[src/rtl/vm80a_sysctl_pkg.sv]
// ----------------------------------------------------------------------------
// vm80a_sysctl_pkg
//
// Shared definitions for the vm80a system controller:
//   - status byte bit indices (the byte the CPU puts on D[7:0] during SYNC)
//   - HOLD/HLDA arbiter state encoding (2-bit)
//   - cycle classification / wait-state load helpers
// ----------------------------------------------------------------------------
package vm80a_sysctl_pkg;

    // Status byte bit positions
    localparam int ST_INTA  = 0;
    localparam int ST_WO_N  = 1;
    localparam int ST_STACK = 2;
    localparam int ST_HLTA  = 3;
    localparam int ST_OUT   = 4;
    localparam int ST_M1    = 5;
    localparam int ST_INP   = 6;
    localparam int ST_MEMR  = 7;

    // Bus arbitration between the CPU and the single DMA requester
    typedef enum logic [1:0] {
        HOLD_IDLE = 2'd0,
        HOLD_REQ  = 2'd1,
        HOLD_GNT  = 2'd2,
        HOLD_REL  = 2'd3
    } hold_state_t;

    // A cycle touches memory when it reads memory, or when it is a write
    // (WO_n low) that is neither OUT nor INTA/HLTA.
    function automatic logic is_mem_cycle(input logic [7:0] st);
        return st[ST_MEMR] |
               (~st[ST_WO_N] & ~st[ST_OUT] & ~st[ST_INTA] & ~st[ST_HLTA]);
    endfunction

    function automatic logic is_io_cycle(input logic [7:0] st);
        return st[ST_INP] | st[ST_OUT];
    endfunction

    // Wait count loaded when a new status byte is latched. INTA and HLTA
    // take precedence: HLTA also carries MEMR, but a halt must never stall.
    function automatic logic [2:0] wait_load(input logic [7:0] st,
                                             input logic [2:0] wait_mem,
                                             input logic [2:0] wait_io);
        logic [2:0] w;
        w = 3'd0;
        if (st[ST_INTA] | st[ST_HLTA]) begin
            w = 3'd0;
        end else if (is_mem_cycle(st)) begin
            w = wait_mem;
        end else if (is_io_cycle(st)) begin
            w = wait_io;
        end
        return w;
    endfunction

endpackage

[src/rtl/vm80a_sysctl_if.sv]
// ----------------------------------------------------------------------------
// vm80a_sysctl_if
//
// Bundles every signal of the system controller except clock and reset.
//   master : the controller's view (drives phases, strobes, HOLD, READY...)
//   slave  : the CPU / memory / DMA side view (drives D, SYNC, DBIN, WR#...)
//
// Signals:
//   pin_f1, pin_f2          phase enables to the CPU
//   pin_d[7:0]              CPU data bus, status byte during SYNC
//   pin_sync, pin_dbin      CPU SYNC and DBIN
//   pin_wr_n, pin_hlda      CPU WR# and HLDA
//   pin_hold, pin_ready     HOLD and READY to the CPU
//   ext_ready               slow-device ready, ANDed into READY
//   memr_n, memw_n          memory strobes
//   ior_n, iow_n            IO strobes
//   inta_n                  interrupt acknowledge strobe
//   vec_d[7:0], vec_oe      RST opcode and its output enable
//   stat[7:0]               latched status byte
//   dma_req, dma_gnt        DMA request (level) and grant
// ----------------------------------------------------------------------------
interface vm80a_sysctl_if;

    logic       pin_f1;
    logic       pin_f2;
    logic [7:0] pin_d;
    logic       pin_sync;
    logic       pin_dbin;
    logic       pin_wr_n;
    logic       pin_hlda;
    logic       pin_hold;
    logic       pin_ready;
    logic       ext_ready;
    logic       memr_n;
    logic       memw_n;
    logic       ior_n;
    logic       iow_n;
    logic       inta_n;
    logic [7:0] vec_d;
    logic       vec_oe;
    logic [7:0] stat;
    logic       dma_req;
    logic       dma_gnt;

    modport master (
        input  pin_d, pin_sync, pin_dbin, pin_wr_n, pin_hlda, ext_ready, dma_req,
        output pin_f1, pin_f2, pin_hold, pin_ready,
               memr_n, memw_n, ior_n, iow_n, inta_n,
               vec_d, vec_oe, stat, dma_gnt
    );

    modport slave (
        output pin_d, pin_sync, pin_dbin, pin_wr_n, pin_hlda, ext_ready, dma_req,
        input  pin_f1, pin_f2, pin_hold, pin_ready,
               memr_n, memw_n, ior_n, iow_n, inta_n,
               vec_d, vec_oe, stat, dma_gnt
    );

endinterface

[src/rtl/vm80a_phase_gen.sv]
// ----------------------------------------------------------------------------
// vm80a_phase_gen
//
// Two-phase clock enable generator. A free-running counter c walks 0..P-1
// with P = F1_CLK + F2_CLK + F0_CLK and wraps without ever stalling.
//
// Ports:
//   pin_clk      in   master clock (rising edge)
//   pin_reset_n  in   synchronous reset, active low
//   pin_f1       out  registered, high for c < F1_CLK
//   pin_f2       out  registered, high for F1_CLK <= c < F1_CLK+F2_CLK
//   end_f2       out  one-clock strobe, high while c is the last f2 count
// ----------------------------------------------------------------------------
module vm80a_phase_gen #(
    parameter int F1_CLK = 2,
    parameter int F2_CLK = 3,
    parameter int F0_CLK = 4
) (
    input  logic pin_clk,
    input  logic pin_reset_n,
    output logic pin_f1,
    output logic pin_f2,
    output logic end_f2
);

    localparam int PERIOD = F1_CLK + F2_CLK + F0_CLK;
    // One spare code so F1_CLK+F2_CLK is representable even when F0_CLK=0
    localparam int CW     = $clog2(PERIOD + 1);

    localparam logic [CW-1:0] C_LAST   = CW'(PERIOD - 1);
    localparam logic [CW-1:0] C_F1     = CW'(F1_CLK);
    localparam logic [CW-1:0] C_F12    = CW'(F1_CLK + F2_CLK);
    localparam logic [CW-1:0] C_F2_END = CW'(F1_CLK + F2_CLK - 1);

    logic [CW-1:0] cnt;

    // Outputs are decoded from the count before it advances, so with c=0
    // held in reset the very first edge after release raises f1.
    always_ff @(posedge pin_clk) begin
        if (!pin_reset_n) begin
            cnt    <= '0;
            pin_f1 <= 1'b0;
            pin_f2 <= 1'b0;
        end else begin
            cnt    <= (cnt == C_LAST) ? '0 : cnt + CW'(1);
            pin_f1 <= (cnt < C_F1);
            pin_f2 <= (cnt >= C_F1) && (cnt < C_F12);
        end
    end

    assign end_f2 = (cnt == C_F2_END);

endmodule

[src/rtl/vm80a_sysctl.sv]
// ----------------------------------------------------------------------------
// vm80a_sysctl
//
// System controller for the vm80a core (8224/8228 equivalent): phase
// generation, status latch, bus strobe decode, wait-state insertion, RST
// vector on INTA and HOLD/HLDA arbitration for one DMA requester.
//
// Ports:
//   pin_clk      in   master clock, all state on rising edge
//   pin_reset_n  in   synchronous reset, active low
//   bus          vm80a_sysctl_if.master, all CPU/memory/DMA signals
//
// Parameters:
//   F1_CLK/F2_CLK/F0_CLK  clocks per f1, per f2, and with both phases low
//   WAIT_MEM/WAIT_IO      wait states for memory and IO cycles (0..7)
//   RST_VEC               opcode returned on interrupt acknowledge
// ----------------------------------------------------------------------------
module vm80a_sysctl
    import vm80a_sysctl_pkg::*;
#(
    parameter int         F1_CLK   = 2,
    parameter int         F2_CLK   = 3,
    parameter int         F0_CLK   = 4,
    parameter int         WAIT_MEM = 0,
    parameter int         WAIT_IO  = 1,
    parameter logic [7:0] RST_VEC  = 8'hE7
) (
    input  logic                  pin_clk,
    input  logic                  pin_reset_n,
    vm80a_sysctl_if.master        bus
);

    logic        f1;
    logic        f2;
    logic        end_f2;
    logic [7:0]  stat_q;
    logic [2:0]  wcnt_q;
    hold_state_t state_q;
    hold_state_t state_d;
    logic        hold;
    logic        gnt;
    logic        memr_n;
    logic        memw_n;
    logic        ior_n;
    logic        iow_n;
    logic        inta_n;

    vm80a_phase_gen #(
        .F1_CLK (F1_CLK),
        .F2_CLK (F2_CLK),
        .F0_CLK (F0_CLK)
    ) u_phase_gen (
        .pin_clk     (pin_clk),
        .pin_reset_n (pin_reset_n),
        .pin_f1      (f1),
        .pin_f2      (f2),
        .end_f2      (end_f2)
    );

    // Status byte and wait counter both change only on the last f2 clock.
    // A fresh SYNC reloads the counter; otherwise it counts down to zero.
    always_ff @(posedge pin_clk) begin
        if (!pin_reset_n) begin
            stat_q <= 8'h00;
            wcnt_q <= 3'd0;
        end else if (end_f2) begin
            if (bus.pin_sync) begin
                stat_q <= bus.pin_d;
                wcnt_q <= wait_load(bus.pin_d, 3'(WAIT_MEM), 3'(WAIT_IO));
            end else if (wcnt_q != 3'd0) begin
                wcnt_q <= wcnt_q - 3'd1;
            end
        end
    end

    // Strobe decode. While the CPU has handed the bus over (HLDA) none of
    // its strobes may reach memory or IO.
    always_comb begin
        memr_n = 1'b1;
        memw_n = 1'b1;
        ior_n  = 1'b1;
        iow_n  = 1'b1;
        inta_n = 1'b1;
        if (!bus.pin_hlda) begin
            memr_n = ~(stat_q[ST_MEMR] & bus.pin_dbin);
            ior_n  = ~(stat_q[ST_INP]  & bus.pin_dbin);
            inta_n = ~(stat_q[ST_INTA] & bus.pin_dbin);
            memw_n = ~(~stat_q[ST_OUT] & ~stat_q[ST_WO_N] & ~bus.pin_wr_n);
            iow_n  = ~(stat_q[ST_OUT]  & ~bus.pin_wr_n);
        end
    end

    // HOLD arbiter state register
    always_ff @(posedge pin_clk) begin
        if (!pin_reset_n) begin
            state_q <= HOLD_IDLE;
        end else begin
            state_q <= state_d;
        end
    end

    // HOLD arbiter next state and outputs. In REQ a withdrawn request wins
    // over an arriving HLDA. REL waits for HLDA to drop before any new
    // request is looked at, so the CPU always regains the bus in between.
    always_comb begin
        state_d = state_q;
        hold    = 1'b0;
        gnt     = 1'b0;
        case (state_q)
            HOLD_IDLE: begin
                if (bus.dma_req) begin
                    state_d = HOLD_REQ;
                end
            end
            HOLD_REQ: begin
                hold = 1'b1;
                if (!bus.dma_req) begin
                    state_d = HOLD_IDLE;
                end else if (bus.pin_hlda) begin
                    state_d = HOLD_GNT;
                end
            end
            HOLD_GNT: begin
                hold = 1'b1;
                gnt  = 1'b1;
                if (!bus.dma_req) begin
                    state_d = HOLD_REL;
                end
            end
            HOLD_REL: begin
                if (!bus.pin_hlda) begin
                    state_d = HOLD_IDLE;
                end
            end
            default: begin
                state_d = HOLD_IDLE;
            end
        endcase
    end

    assign bus.pin_f1    = f1;
    assign bus.pin_f2    = f2;
    assign bus.stat      = stat_q;
    assign bus.pin_ready = (wcnt_q == 3'd0) & bus.ext_ready;
    assign bus.memr_n    = memr_n;
    assign bus.memw_n    = memw_n;
    assign bus.ior_n     = ior_n;
    assign bus.iow_n     = iow_n;
    assign bus.inta_n    = inta_n;
    assign bus.vec_oe    = ~inta_n;
    assign bus.vec_d     = RST_VEC;
    assign bus.pin_hold  = hold;
    assign bus.dma_gnt   = gnt;

endmodule

[src/flat_wrapper.sv]
// flat-port wrapper written by rule: the top's interface ports become plain ports
module vm80a_sysctl_flat import vm80a_sysctl_pkg::*;
#(
    parameter int         F1_CLK   = 2,
    parameter int         F2_CLK   = 3,
    parameter int         F0_CLK   = 4,
    parameter int         WAIT_MEM = 0,
    parameter int         WAIT_IO  = 1,
    parameter logic [7:0] RST_VEC  = 8'hE7
)
  (pin_clk, pin_reset_n, bus_pin_d, bus_pin_sync, bus_pin_dbin, bus_pin_wr_n, bus_pin_hlda, bus_ext_ready, bus_dma_req, bus_pin_f1, bus_pin_f2, bus_pin_hold, bus_pin_ready, bus_memr_n, bus_memw_n, bus_ior_n, bus_iow_n, bus_inta_n, bus_vec_d, bus_vec_oe, bus_stat, bus_dma_gnt);
  vm80a_sysctl_if bus_i ();
  input  logic pin_clk;
  input  logic pin_reset_n;
  input wire logic [$bits(bus_i.pin_d)-1:0] bus_pin_d;
  input wire logic [$bits(bus_i.pin_sync)-1:0] bus_pin_sync;
  input wire logic [$bits(bus_i.pin_dbin)-1:0] bus_pin_dbin;
  input wire logic [$bits(bus_i.pin_wr_n)-1:0] bus_pin_wr_n;
  input wire logic [$bits(bus_i.pin_hlda)-1:0] bus_pin_hlda;
  input wire logic [$bits(bus_i.ext_ready)-1:0] bus_ext_ready;
  input wire logic [$bits(bus_i.dma_req)-1:0] bus_dma_req;
  output wire logic [$bits(bus_i.pin_f1)-1:0] bus_pin_f1;
  output wire logic [$bits(bus_i.pin_f2)-1:0] bus_pin_f2;
  output wire logic [$bits(bus_i.pin_hold)-1:0] bus_pin_hold;
  output wire logic [$bits(bus_i.pin_ready)-1:0] bus_pin_ready;
  output wire logic [$bits(bus_i.memr_n)-1:0] bus_memr_n;
  output wire logic [$bits(bus_i.memw_n)-1:0] bus_memw_n;
  output wire logic [$bits(bus_i.ior_n)-1:0] bus_ior_n;
  output wire logic [$bits(bus_i.iow_n)-1:0] bus_iow_n;
  output wire logic [$bits(bus_i.inta_n)-1:0] bus_inta_n;
  output wire logic [$bits(bus_i.vec_d)-1:0] bus_vec_d;
  output wire logic [$bits(bus_i.vec_oe)-1:0] bus_vec_oe;
  output wire logic [$bits(bus_i.stat)-1:0] bus_stat;
  output wire logic [$bits(bus_i.dma_gnt)-1:0] bus_dma_gnt;
  assign bus_i.pin_d = bus_pin_d;
  assign bus_i.pin_sync = bus_pin_sync;
  assign bus_i.pin_dbin = bus_pin_dbin;
  assign bus_i.pin_wr_n = bus_pin_wr_n;
  assign bus_i.pin_hlda = bus_pin_hlda;
  assign bus_i.ext_ready = bus_ext_ready;
  assign bus_i.dma_req = bus_dma_req;
  assign bus_pin_f1 = bus_i.pin_f1;
  assign bus_pin_f2 = bus_i.pin_f2;
  assign bus_pin_hold = bus_i.pin_hold;
  assign bus_pin_ready = bus_i.pin_ready;
  assign bus_memr_n = bus_i.memr_n;
  assign bus_memw_n = bus_i.memw_n;
  assign bus_ior_n = bus_i.ior_n;
  assign bus_iow_n = bus_i.iow_n;
  assign bus_inta_n = bus_i.inta_n;
  assign bus_vec_d = bus_i.vec_d;
  assign bus_vec_oe = bus_i.vec_oe;
  assign bus_stat = bus_i.stat;
  assign bus_dma_gnt = bus_i.dma_gnt;
  vm80a_sysctl #(.F1_CLK(F1_CLK), .F2_CLK(F2_CLK), .F0_CLK(F0_CLK), .WAIT_MEM(WAIT_MEM), .WAIT_IO(WAIT_IO), .RST_VEC(RST_VEC)) u_core (.pin_clk(pin_clk), .pin_reset_n(pin_reset_n), .bus(bus_i));
endmodule
[config.mk]
export PLATFORM = sky130hd
export DESIGN_NAME = vm80a_sysctl_flat
export DESIGN_NICKNAME = d
export VERILOG_FILES = /design/src/rtl/vm80a_sysctl_pkg.sv /design/src/rtl/vm80a_sysctl_if.sv /design/src/rtl/vm80a_phase_gen.sv /design/src/rtl/vm80a_sysctl.sv /design/src/flat_wrapper.sv
export SDC_FILE = /design/constraint.sdc
export NUM_CORES = 1
export LEC_CHECK = 0
export ABC_AREA = 1
export BUFFER_PORTS_ARGS = -buffer_cell sky130_fd_sc_hd__buf_2
export CAP_MARGIN = 40
export CORE_MARGIN = 8
export CORE_UTILIZATION = 50
export CTS_CLUSTER_DIAMETER = 40
export DETAILED_ROUTE_END_ITERATION = 10
export GPL_ROUTABILITY_DRIVEN = 1
export HOLD_SLACK_MARGIN = 0.12
export PLACE_DENSITY = 0.82
export REMOVE_ABC_BUFFERS = 1
export SLEW_MARGIN = 0
export SYNTH_ARGS = -nofsm -noshare
export SYNTH_HDL_FRONTEND = slang
export SYNTH_SLANG_ARGS = --single-unit
[constraint.sdc]
create_clock -name pin_clk -period 3.8 [get_ports pin_clk]
set_clock_uncertainty 0.15 [all_clocks]
set_input_delay 0.38 -clock pin_clk [delete_from_list [all_inputs] [get_ports pin_clk]]
set_output_delay 0.38 -clock pin_clk [all_outputs]
set_load 0.1 [all_outputs]
-- After elaboration in Yosys (flattened, before gate mapping)
Cells that the tools add are included.
- logic and storage cells: 75
- output and inout port bits: 27
- input port bits: 16
- register bits after elaboration: 19
- reduce and logical (&&, ||, !) cells: 10
- muxes and demuxes: 18
- bitwise operators: 27
- $add $sub $neg: 2
- equality and inequality tests: 9
- magnitude comparators: 3
- operator list (operator ; number):
    $not 1->1 ; 14
    $mux 3 ; 4
    $and 1x1->1 ; 10
    $mux 2 ; 5
    $mux 1 ; 8
    $pmux 2 s4 ; 1
    $ne 2x2->1 const B ; 3
    $add 4x1->4 const B ; 1
    $eq 2x2->1 const B ; 2
    $eq 4x3->1 const B ; 1
    $eq 4x4->1 const B ; 1
    $ge 4x2->1 const B ; 1
    $lt 4x2->1 const B ; 1
    $lt 4x3->1 const B ; 1
    $reduce_and 2->1 ; 2
    $reduce_and 4->1 ; 1
    $reduce_or 2->1 ; 2
    $logic_not 3->1 ; 1
    $ne 3x3->1 const B ; 1
    $or 1x1->1 ; 3
    $reduce_bool 3->1 ; 1
    $sub 3x1->3 const B ; 1
    $eq 2x1->1 const B ; 1
    $logic_not 2->1 ; 1
    2 further kinds ; 2

-- Depth between registers and ports, before layout
Gate-level depths: netlist of run 1.
- word-level depth: 8
- depth in mapped cells: 9
- mapped depth without buffers: 9

-- Modules after synthesis
From an unflattened synthesis of run 1, not the netlist that was laid out.
- cell total of the unflattened synthesis: 148
- area, all modules: 1047.3 µm²
- modules (own cells, without submodules) (module ; sequential area each (µm²) ; area each (µm²) ; times used ; cells an instance):
    vm80a_sysctl ; 260.2 ; 774.5 ; 1 ; 114
    vm80a_phase_gen ; 120.1 ; 272.8 ; 1 ; 34

-- Worst setup path after synthesis of run 1
Ideal clock, no wire load.
- path kind: register to output
- from: register u_core.stat_q[0] (netlist: u_core.bus.stat[0])
- to: output bus_vec_oe
- cell stages (with the launch flop): 3
- arrival: 2.986 ns
- path buffers: 0
- setup slack: 0.284 ns
- required time: 3.270 ns
- cell sequence: dfxtp_1 > nand3_1 > inv_1
- longest elaborated chain between the ends: 4
- RTL lines (element ; line ; source):
    start, declared ; vm80a_sysctl.sv:36 ; logic [7:0] stat_q;
    start signal, assigned ; vm80a_sysctl.sv:68 ; stat_q <= bus.pin_d;
    $and 1x1->1 ; vm80a_sysctl.sv:87 ; inta_n = ~(stat_q[ST_INTA] & bus.pin_dbin);
    $not 1->1 ; vm80a_sysctl.sv:87 ;
    $mux 1 ; vm80a_sysctl.sv:84 ; if (!bus.pin_hlda) begin
    named net bus_inta_n ; flat_wrapper.sv:30 ; output wire logic [$bits(bus_i.inta_n)-1:0] bus_inta_n;
    $not 1->1 ; vm80a_sysctl.sv:150 ; assign bus.vec_oe = ~inta_n;
    end, declared ; flat_wrapper.sv:32 ; output wire logic [$bits(bus_i.vec_oe)-1:0] bus_vec_oe;
The timed path passes the listed nets, and every way through them passes these cells.

-- Worst setup path after layout of run 1
- from: register u_core.wcnt_q[0]
- to: output bus_pin_ready
- longest elaborated chain between the ends: 2
- RTL lines (element ; line ; source):
    start, declared ; vm80a_sysctl.sv:37 ; logic [2:0] wcnt_q;
    start signal, assigned ; vm80a_sysctl.sv:69 ; wcnt_q <= wait_load(bus.pin_d, 3'(WAIT_MEM), 3'(WAIT_IO));
    start signal, assigned ; vm80a_sysctl.sv:71 ; wcnt_q <= wcnt_q - 3'd1;
    $logic_not 3->1 ; vm80a_sysctl.sv:144 ; assign bus.pin_ready = (wcnt_q == 3'd0) & bus.ext_ready;
    $and 1x1->1 ; vm80a_sysctl.sv:144 ;
    end, declared ; flat_wrapper.sv:25 ; output wire logic [$bits(bus_i.pin_ready)-1:0] bus_pin_ready;
No other way between the ends.

==> results of run 1 <==
layout by cell type (no fill, tap or decap), types with 2 or more instances in the layout:
cell,Yosys,layout
dfxtp_1,19,19
buf_2,0,34
ha_1,10,10
nor2_1,27,27
nand2_1,17,17
clkbuf_4,0,3
o21ai_0,9,9
nand4_1,2,2
nor3_1,2,2
a21oi_1,7,7
conb_1,2,8
nand3_1,10,10
inv_1,21,21
report_power, final:
group,switching [mW],total (mW),internal [mW]
combinational,0.250,0.313,0.0629
clock,0.0579,0.0988,0.0409
sequential,0.0176,0.234,0.216
total,0.325,0.646,0.320
through the flow:
step | area (um^2) | utilization, %
2_1_floorplan | 1017 | -
3_3_place_gp | 1221 | 61.62
3_5_place_dp | 1221 | 61.62
4_1_cts | 1247 | 62.94
5_1_grt | 1247 | 62.94
6_report | 1247 | 62.94
metal layers:
metal | wire length [um] | vias to the layer above
met5 | 0 | -
met4 | 38 | 0
met3 | 406 | 5
met2 | 808 | 44
met1 | 920 | 421
li1 | - | 508
state kept, by name, summed over array words and instances (netlist names), named ones only:
name,cells
u_core.state_q,1
u_core.bus.stat,8
u_core.wcnt_q,3
u_core.u_phase_gen.pin_f1,1
u_core.u_phase_gen.cnt,4
u_core.u_phase_gen.pin_f2,1
cell type report:
type                       instances  share of cell area [%]
clock buffer                       4                   2.106
inverter                          22                   6.620
multi-input combinational        100                   44.43
sequential                        19                   30.49
tap                               27                   2.708
timing repair buffer              34                   13.64
kinds of logic after synthesis:
kind of cell / count (synthesis) / share of synthesized area [%]
fa+ha+maj: 10 / 11.81
buf+inv: 31 / 13.93
simple gates: 61 / 26.57
other cells: 2 / 0.7086
xor+xnor: 1 / 0.8266
compound gates: 20 / 10.27
flops: 19 / 35.89
critical path, stage by stage, from the launching register on:
cell and delay [ps]:
dfxtp_1 320, inv_1 70, ha_1 150, ha_1 200
nand2_1 60, inv_1 50, buf_2 410
synthesized netlist by cell type:
cell type / number
buf_4: 8
o211ai_1: 1
nor2_1: 27
xnor2_1: 1
nor2_8: 1
a21o_1: 1
ha_1: 10
o21ai_1: 1
nand2_1: 17
a21oi_2: 1
inv_2: 1
nand3_1: 10
nor3_1: 2
clkbuf_2: 1
nand3_4: 1
nand4_1: 2
nor4_1: 1
o21ai_0: 9
a21oi_1: 7
dfxtp_1: 19
inv_1: 21
conb_1: 2
worst max-delay path by stage:
stage / startpoint / slack [ps] / cells past startpoint / to
after floorplan: u_core.bus.stat[0] / 280 / 2 / bus_vec_oe
after global placement: u_core.wcnt_q[0] / 2070 / 6 / bus_pin_ready
after detailed placement: u_core.wcnt_q[0] / 2020 / 6 / bus_pin_ready
after CTS: u_core.wcnt_q[0] / 1680 / 6 / bus_pin_ready
after global routing: u_core.wcnt_q[0] / 1610 / 6 / bus_pin_ready
final: u_core.wcnt_q[0] / 1710 / 6 / bus_pin_ready
==> implementation parameters, run 1 <==
Parameter                              Value

Outcome
  Run status ... complete, no violations

Clock network
  Maximum level of the CTS H-tree ... 1
  Number of clock buffers inserted by TritonCTS ... 3
  Deepest clock path buffer count ... 2
  Cell chosen for the clock root ... clkbuf_4
  Post-cts resize count ... 0
  CTS hold repair buffers ... 0
  Count of buffers added by post-CTS timing repair for setup ... 0
  CTS clock-pin slew for the worst setup and hold paths ... 100 ps
  Clock insertion delay at the later pin of the skew report ... 290 ps
  CTS tree ... done
  Number of clock sinks ... 19

Setup path
  Type of element launching the critical path ... register
  R2R setup slack ... 2340 ps
  Reg2reg path depth ... 9
  Data required, critical path ... 3270 ps
  Largest fanout on the critical path ... 3
  Critical Path AT ... 1560 ps
  Crit. End Element ... primary output
  Crit Path Category ... register to primary output
  Launch instance of the worst register-to-register path ... u_core.state_q[0]

Routing
  Via count ... 978
  Total Wirelength ... 2174 um
  Via density ... 4.748
  Number of nets still failing antenna checks after routing ... 0
  DR iter-0 viols ... 30
  WL per Instance ... 10.55 um
  Remaining DRCs ... 0
  Length of the first detailed-routing pass in iterations ... 4

Global route
  Routing usage on met2 ... 16.37%
  Global-route wire length before repair ... 3325 um
  Met3 Usage GRT ... 4.527%
  Total global routing overflow ... 0
  Number of antenna violations at the first check in global routing ... 0
  Busiest layer in global routing ... met2
  Overall routing resource usage ... 11.44%
  GR Layer Usage met1 ... 14.13%
  Number of global-route vias before repair ... 817
  Largest net degree at the start of global routing ... 15

Placement
  Worst slack, placed ... 2025 ps
  Number of buffer cells added on primary ports ... 34
  Detailed placer's ending HPWL ... 1809 um
  Placer congestion estimate ... 0.8137
  Instance count after placement with tap cells included ... 202

Floorplanning
  Number of I/O pins ... 43
  Standard-cell rows ... 16
  Die Outline Area ... 3849 um^2
  Core area ... 1982 um^2
  Die Height ... 62.04 um
  Effective utilization at floorplan ... 53.47%
  Die X ... 62.04 um

Power
  Sum of internal, switching and leakage power ... 0.6455 mW
  Static Leakage ... 0.6496 nW
  Power per unit of standard cell area ... 517.5 nW/um^2
  Worst ir drop on vdd ... 0.3233 mV

Timing
  Final critical delay including setup and external delays ... 2091 ps
  Count of pins over their slew limit ... 0
  Count of final setup violators ... 0
  Hold violation count in the final report ... 0
  Achievable clock frequency ... 478.3 MHz
  Final TNS setup ... 0 ps
  RSZ-0062 raised after global routing ... false
  Smallest hold slack ... 161.7 ps
  Post-layout worst setup margin ... 1709 ps
  Final period util ... 55.02%

Finish
  Final Net Count ... 206
  Number of fill cells in the layout ... 185
  Filler-free cell count of the finished design ... 206
  Area occupied by multi-input gates ... 554.3 um^2
  Diodes inserted ... 0
  Share of final-layout standard cells stronger than drive strength 1 ... 22.91%
  Sequential cell area ... 380.4 um^2
  Syn-to-layout area delta ... 17.71%

Synthesis
  Synth Cell Area ... 1060 um^2
  Sequential cell area fraction in the yosys report ... 35.89%
  Count of state elements after synthesis ... 19
  Post-synthesis cell type count ... 22
  Synth area leaders ... dfxtp_1, ha_1, nor2_1
  Mapped Avg Cell Area ... 7.359 um^2
  Number of cells produced by synthesis ... 144
  Leading area contributor after synthesis ... dfxtp_1
  Synthesis Warnings ... 0
  Share of the synthesized area in the top cell type ... 35.89%

Hold path
  Hold EP ... u_core.bus.stat[5]
  Worst Hold Launch ... bus_pin_d[5]
  Hold/Removal Path Class ... primary input to register
  Worst Hold Depth ... 3

Run
  Max_cap viols ... 0
Note: power is estimated with default switching activity, not from simulation.
==> run 2: changes to the inputs <==
ABC_AREA = 0   (was 1)
CORE_UTILIZATION = 42   (was 50)
PLACE_DENSITY = 0.74   (was 0.82)
clock period = 1.7 ns   (was 3.8 ns; I/O delays follow)
==> run 2 against run 1 <==
Via count rose by 0.51%. Flip-flop and latch count stayed put. Sequential share of layout area is 4.0 points lower. Synthesized cell count down 8.3%. Clock-buffer cell count unchanged. Global-route usage increased by 0.17 points. Final cell count increased by 0.97%. Synthesized area decreased by 2.6%. Worst setup slack got worse by 1700 ps. Largest power group is now registers.
==> implementation parameters, run 2 <==
Parameter                              Value

Power
  Total internal power ... 0.6743 mW (was 0.3200 mW)
  Proportion of power drawn by the clock network ... 19.9% (was 15.3%)
  Reported net switching power ... 0.4412 mW (was 0.3255 mW)
  Fraction of power consumed by combinational cells ... 36.8% (was 48.5%)
  Static Leakage ... 0.6524 nW (was 0.6496 nW)
  Register share of total power ... 43.3% (was 36.2%)
  Worst ir drop on vdd ... 0.4959 mV (was 0.3233 mV)
  Power per unit of standard cell area ... 769.9 nW/um^2 (was 517.5 nW/um^2)
  Net Sw Frac ... 39.55% (was 50.42%)
  Sum of internal, switching and leakage power ... 1.115 mW (was 0.6455 mW)

Setup path
  Crit. End Element ... register (was primary output)
  Worst setup startpoint ... bus_pin_d[7] (was u_core.wcnt_q[0])
  Launch instance of the worst register-to-register path ... u_core.u_phase_gen.cnt[1] (was u_core.state_q[0])
  Crit Path Category ... primary input to register (was register to primary output)
  Data required, critical path ... 1760 ps (was 3270 ps)
  Critical Path AT ... 1710 ps (was 1560 ps)
  Type of element launching the critical path ... primary input (was register)
  Largest fanout on the critical path ... 2 (was 3)

Placement
  Number of buffer cells added on primary ports ... 34 (unchanged)
  Placer congestion estimate ... 0.7287 (was 0.8137)
  Detailed placer's ending HPWL ... 1891 um (was 1809 um)
  Instance count after placement with tap cells included ... 192 (was 202)

Routing
  Total Wirelength ... 2459 um (was 2174 um)
  DR iter-0 viols ... 23 (was 30)
  WL per Instance ... 11.82 um (was 10.55 um)
  Length of the first detailed-routing pass in iterations ... 6 (was 4)
  Number of nets still failing antenna checks after routing ... 0 (unchanged)
  Via density ... 4.726 (was 4.748)
  Remaining DRCs ... 0 (unchanged)
  Via count ... 983 (was 978)

Synthesis
  Number of synthesized flops with an enable pin ... 0 (unchanged)
  Most instantiated flip-flop cell in the synthesis netlist ... dfxtp_1 (unchanged)
  Synth area leaders ... dfxtp_1, ha_1, nand2_1 (was dfxtp_1, ha_1, nor2_1)
  Share of the synthesized area in the top cell type ... 36.85% (was 35.89%)
  Async set-reset flop share out of synthesis ... 0% (unchanged)
  Post-synthesis cell type count ... 29 (was 22)
  Leading area contributor after synthesis ... dfxtp_1 (unchanged)
  Synthesis Warnings ... 0 (unchanged)
  Number of cells produced by synthesis ... 132 (was 144)
  Most frequent cell after synthesis ... nand2_1 (was nor2_1)
  Mapped Avg Cell Area ... 7.820 um^2 (was 7.359 um^2)
  Cell types with the highest counts after synthesis ... nand2_1, dfxtp_1, a21oi_1 (was nor2_1, inv_1, dfxtp_1)
  Count of state elements after synthesis ... 19 (unchanged)
  Synth Cell Area ... 1032 um^2 (was 1060 um^2)
  Sequential cell area fraction in the yosys report ... 36.85% (was 35.89%)

Finish
  Syn-to-layout area delta ... 40.36% (was 17.71%)
  Share of the core filled with cells ... 60.12% (was 62.94%)
  Filler-free cell count of the finished design ... 208 (was 206)
  Most frequent cells in the layout ... buf_2, nand2_1, dfxtp_1 (was buf_2, nor2_1, inv_1)
  Share of final-layout standard cells stronger than drive strength 1 ... 30.34% (was 22.91%)
  Most common cell after layout, fill and taps aside ... buf_2 (unchanged)
  Max reg flops ... 8 (unchanged)
  Final Net Count ... 205 (was 206)
  Diodes inserted ... 0 (unchanged)

Timing
  Hold violation count in the final report ... 0 (unchanged)
  Achievable clock frequency ... 604.4 MHz
  Final critical delay including setup and external delays ... 1654 ps
  Final period util ... 97.32%
  Final TNS setup ... 0 ps (unchanged)
  Count of pins over their slew limit ... 0 (unchanged)
  Count of final setup violators ... 0 (unchanged)

Clock network
  Deepest clock path buffer count ... 2 (unchanged)
  Maximum level of the CTS H-tree ... 1 (unchanged)
  Number of clock buffers inserted by TritonCTS ... 3 (unchanged)
  Cell chosen for the clock root ... clkbuf_4 (unchanged)
  Number of clock sinks ... 19 (unchanged)
  Clock insertion delay at the later pin of the skew report ... 290 ps (about the same)
  CTS clock-pin slew for the worst setup and hold paths ... 110 ps (was 100 ps)
  CTS tree ... done (unchanged)

Global route
  Largest net degree at the start of global routing ... 15 (unchanged)
  Overall routing resource usage ... 11.61% (was 11.44%)
  Total global routing overflow ... 0 (unchanged)
  Number of antenna violations at the first check in global routing ... 0 (unchanged)
  Number of global-route vias before repair ... 974 (was 817)
  Global-route wire length before repair ... 4140 um (was 3325 um)

Floorplanning
  Effective utilization at floorplan ... 42.83% (was 53.47%)
  Die Outline Area ... 4300 um^2 (was 3849 um^2)
  Number of I/O pins ... 43 (unchanged)
  Standard-cell rows ... 18 (was 16)
  Die X ... 65.58 um (was 62.04 um)
  Die Height ... 65.58 um (was 62.04 um)
  Core area ... 2410 um^2 (was 1982 um^2)

Hold path
  Hold/Removal Path Class ... primary input to register (unchanged)
  Worst Hold Launch ... bus_pin_sync (was bus_pin_d[5])

Run
  Max_cap viols ... 0 (unchanged)

Outcome
  Run status ... complete, no violations (unchanged)
==> run 2: power by group through the flow <==
stage / logic (mW) / registers (mW) / clock network (mW)
2_1_floorplan: 0.229 / 0.548 / 0
3_3_place_gp: 0.370 / 0.491 / 0
3_5_place_dp: 0.376 / 0.492 / 0
4_1_cts: 0.399 / 0.482 / 0.231
5_1_grt: 0.436 / 0.487 / 0.255
6_report: 0.410 / 0.483 / 0.222
==> run 2: worst paths after layout <==
| check | endpoint | slack [ps] | depth (start not counted) |
|---|---|---|---|
| hold / removal | u_core.wcnt_q[2] | 140 | 4 |
| hold reg to reg | u_core.bus.stat[3] | 310 | 2 |
| setup reg to reg | u_core.bus.stat[4] | 110 | 6 |
| setup / recovery | u_core.wcnt_q[0] | 50 | 6 |
==> run 2: worst max-delay path: stages <==
cell and delay, ps:
dlygate4sd3_1 540, buf_2 130, or4b_4 540, o22ai_2 140, nor2_1 70, a211oi_2 140
==> run 2: cell type report <==
cell class	instances	area (um^2)
multi-input cells	97	606.8
repair buffers	47	352.8
well taps	30	37.54
fillers	216	960.9
inverters	11	41.29
clock buffers	4	26.28
flip-flops and latches	19	384.1
==> run 2: metal layers <==
metal	GRT usage (%)	share of wire [%]	vias up
met1	13.06	44	428
met2	20.05	46	41
met4	3.270	0.57	0
met3	4.252	10	2
met5	0	0	-
li1	-	-	512
==> run 2: kinds of logic after synthesis <==
group	Yosys count	synth area share [%]
xor+xnor	1	0.8486
other cells	2	0.7275
simple gates	56	25.21
flops	19	36.85
fa+ha+maj	10	12.12
mux	2	2.061
buf+inv	22	11.15
compound gates	20	11.03
==> run 2: metrics by stage <==
step	setup WS (ps)	hold WS, ps	area (um^2)
floorplan	-1337	156.0	980.9
detailed placement	83.17	274.4	1256
finish	45.55	143.6	1449
CTS	1.957	129.3	1409
global route	-1.602	177.6	1449
global placement	192.2	269.2	1256
==> run 2: what timing repair did <==
action	CTS	global route
endpoints found under the setup margin	1	4
pin swaps	2	1
resized for setup	5	9
endpoints found under the hold margin	13	0
hold buffers	10	0
buffers inserted	1	1
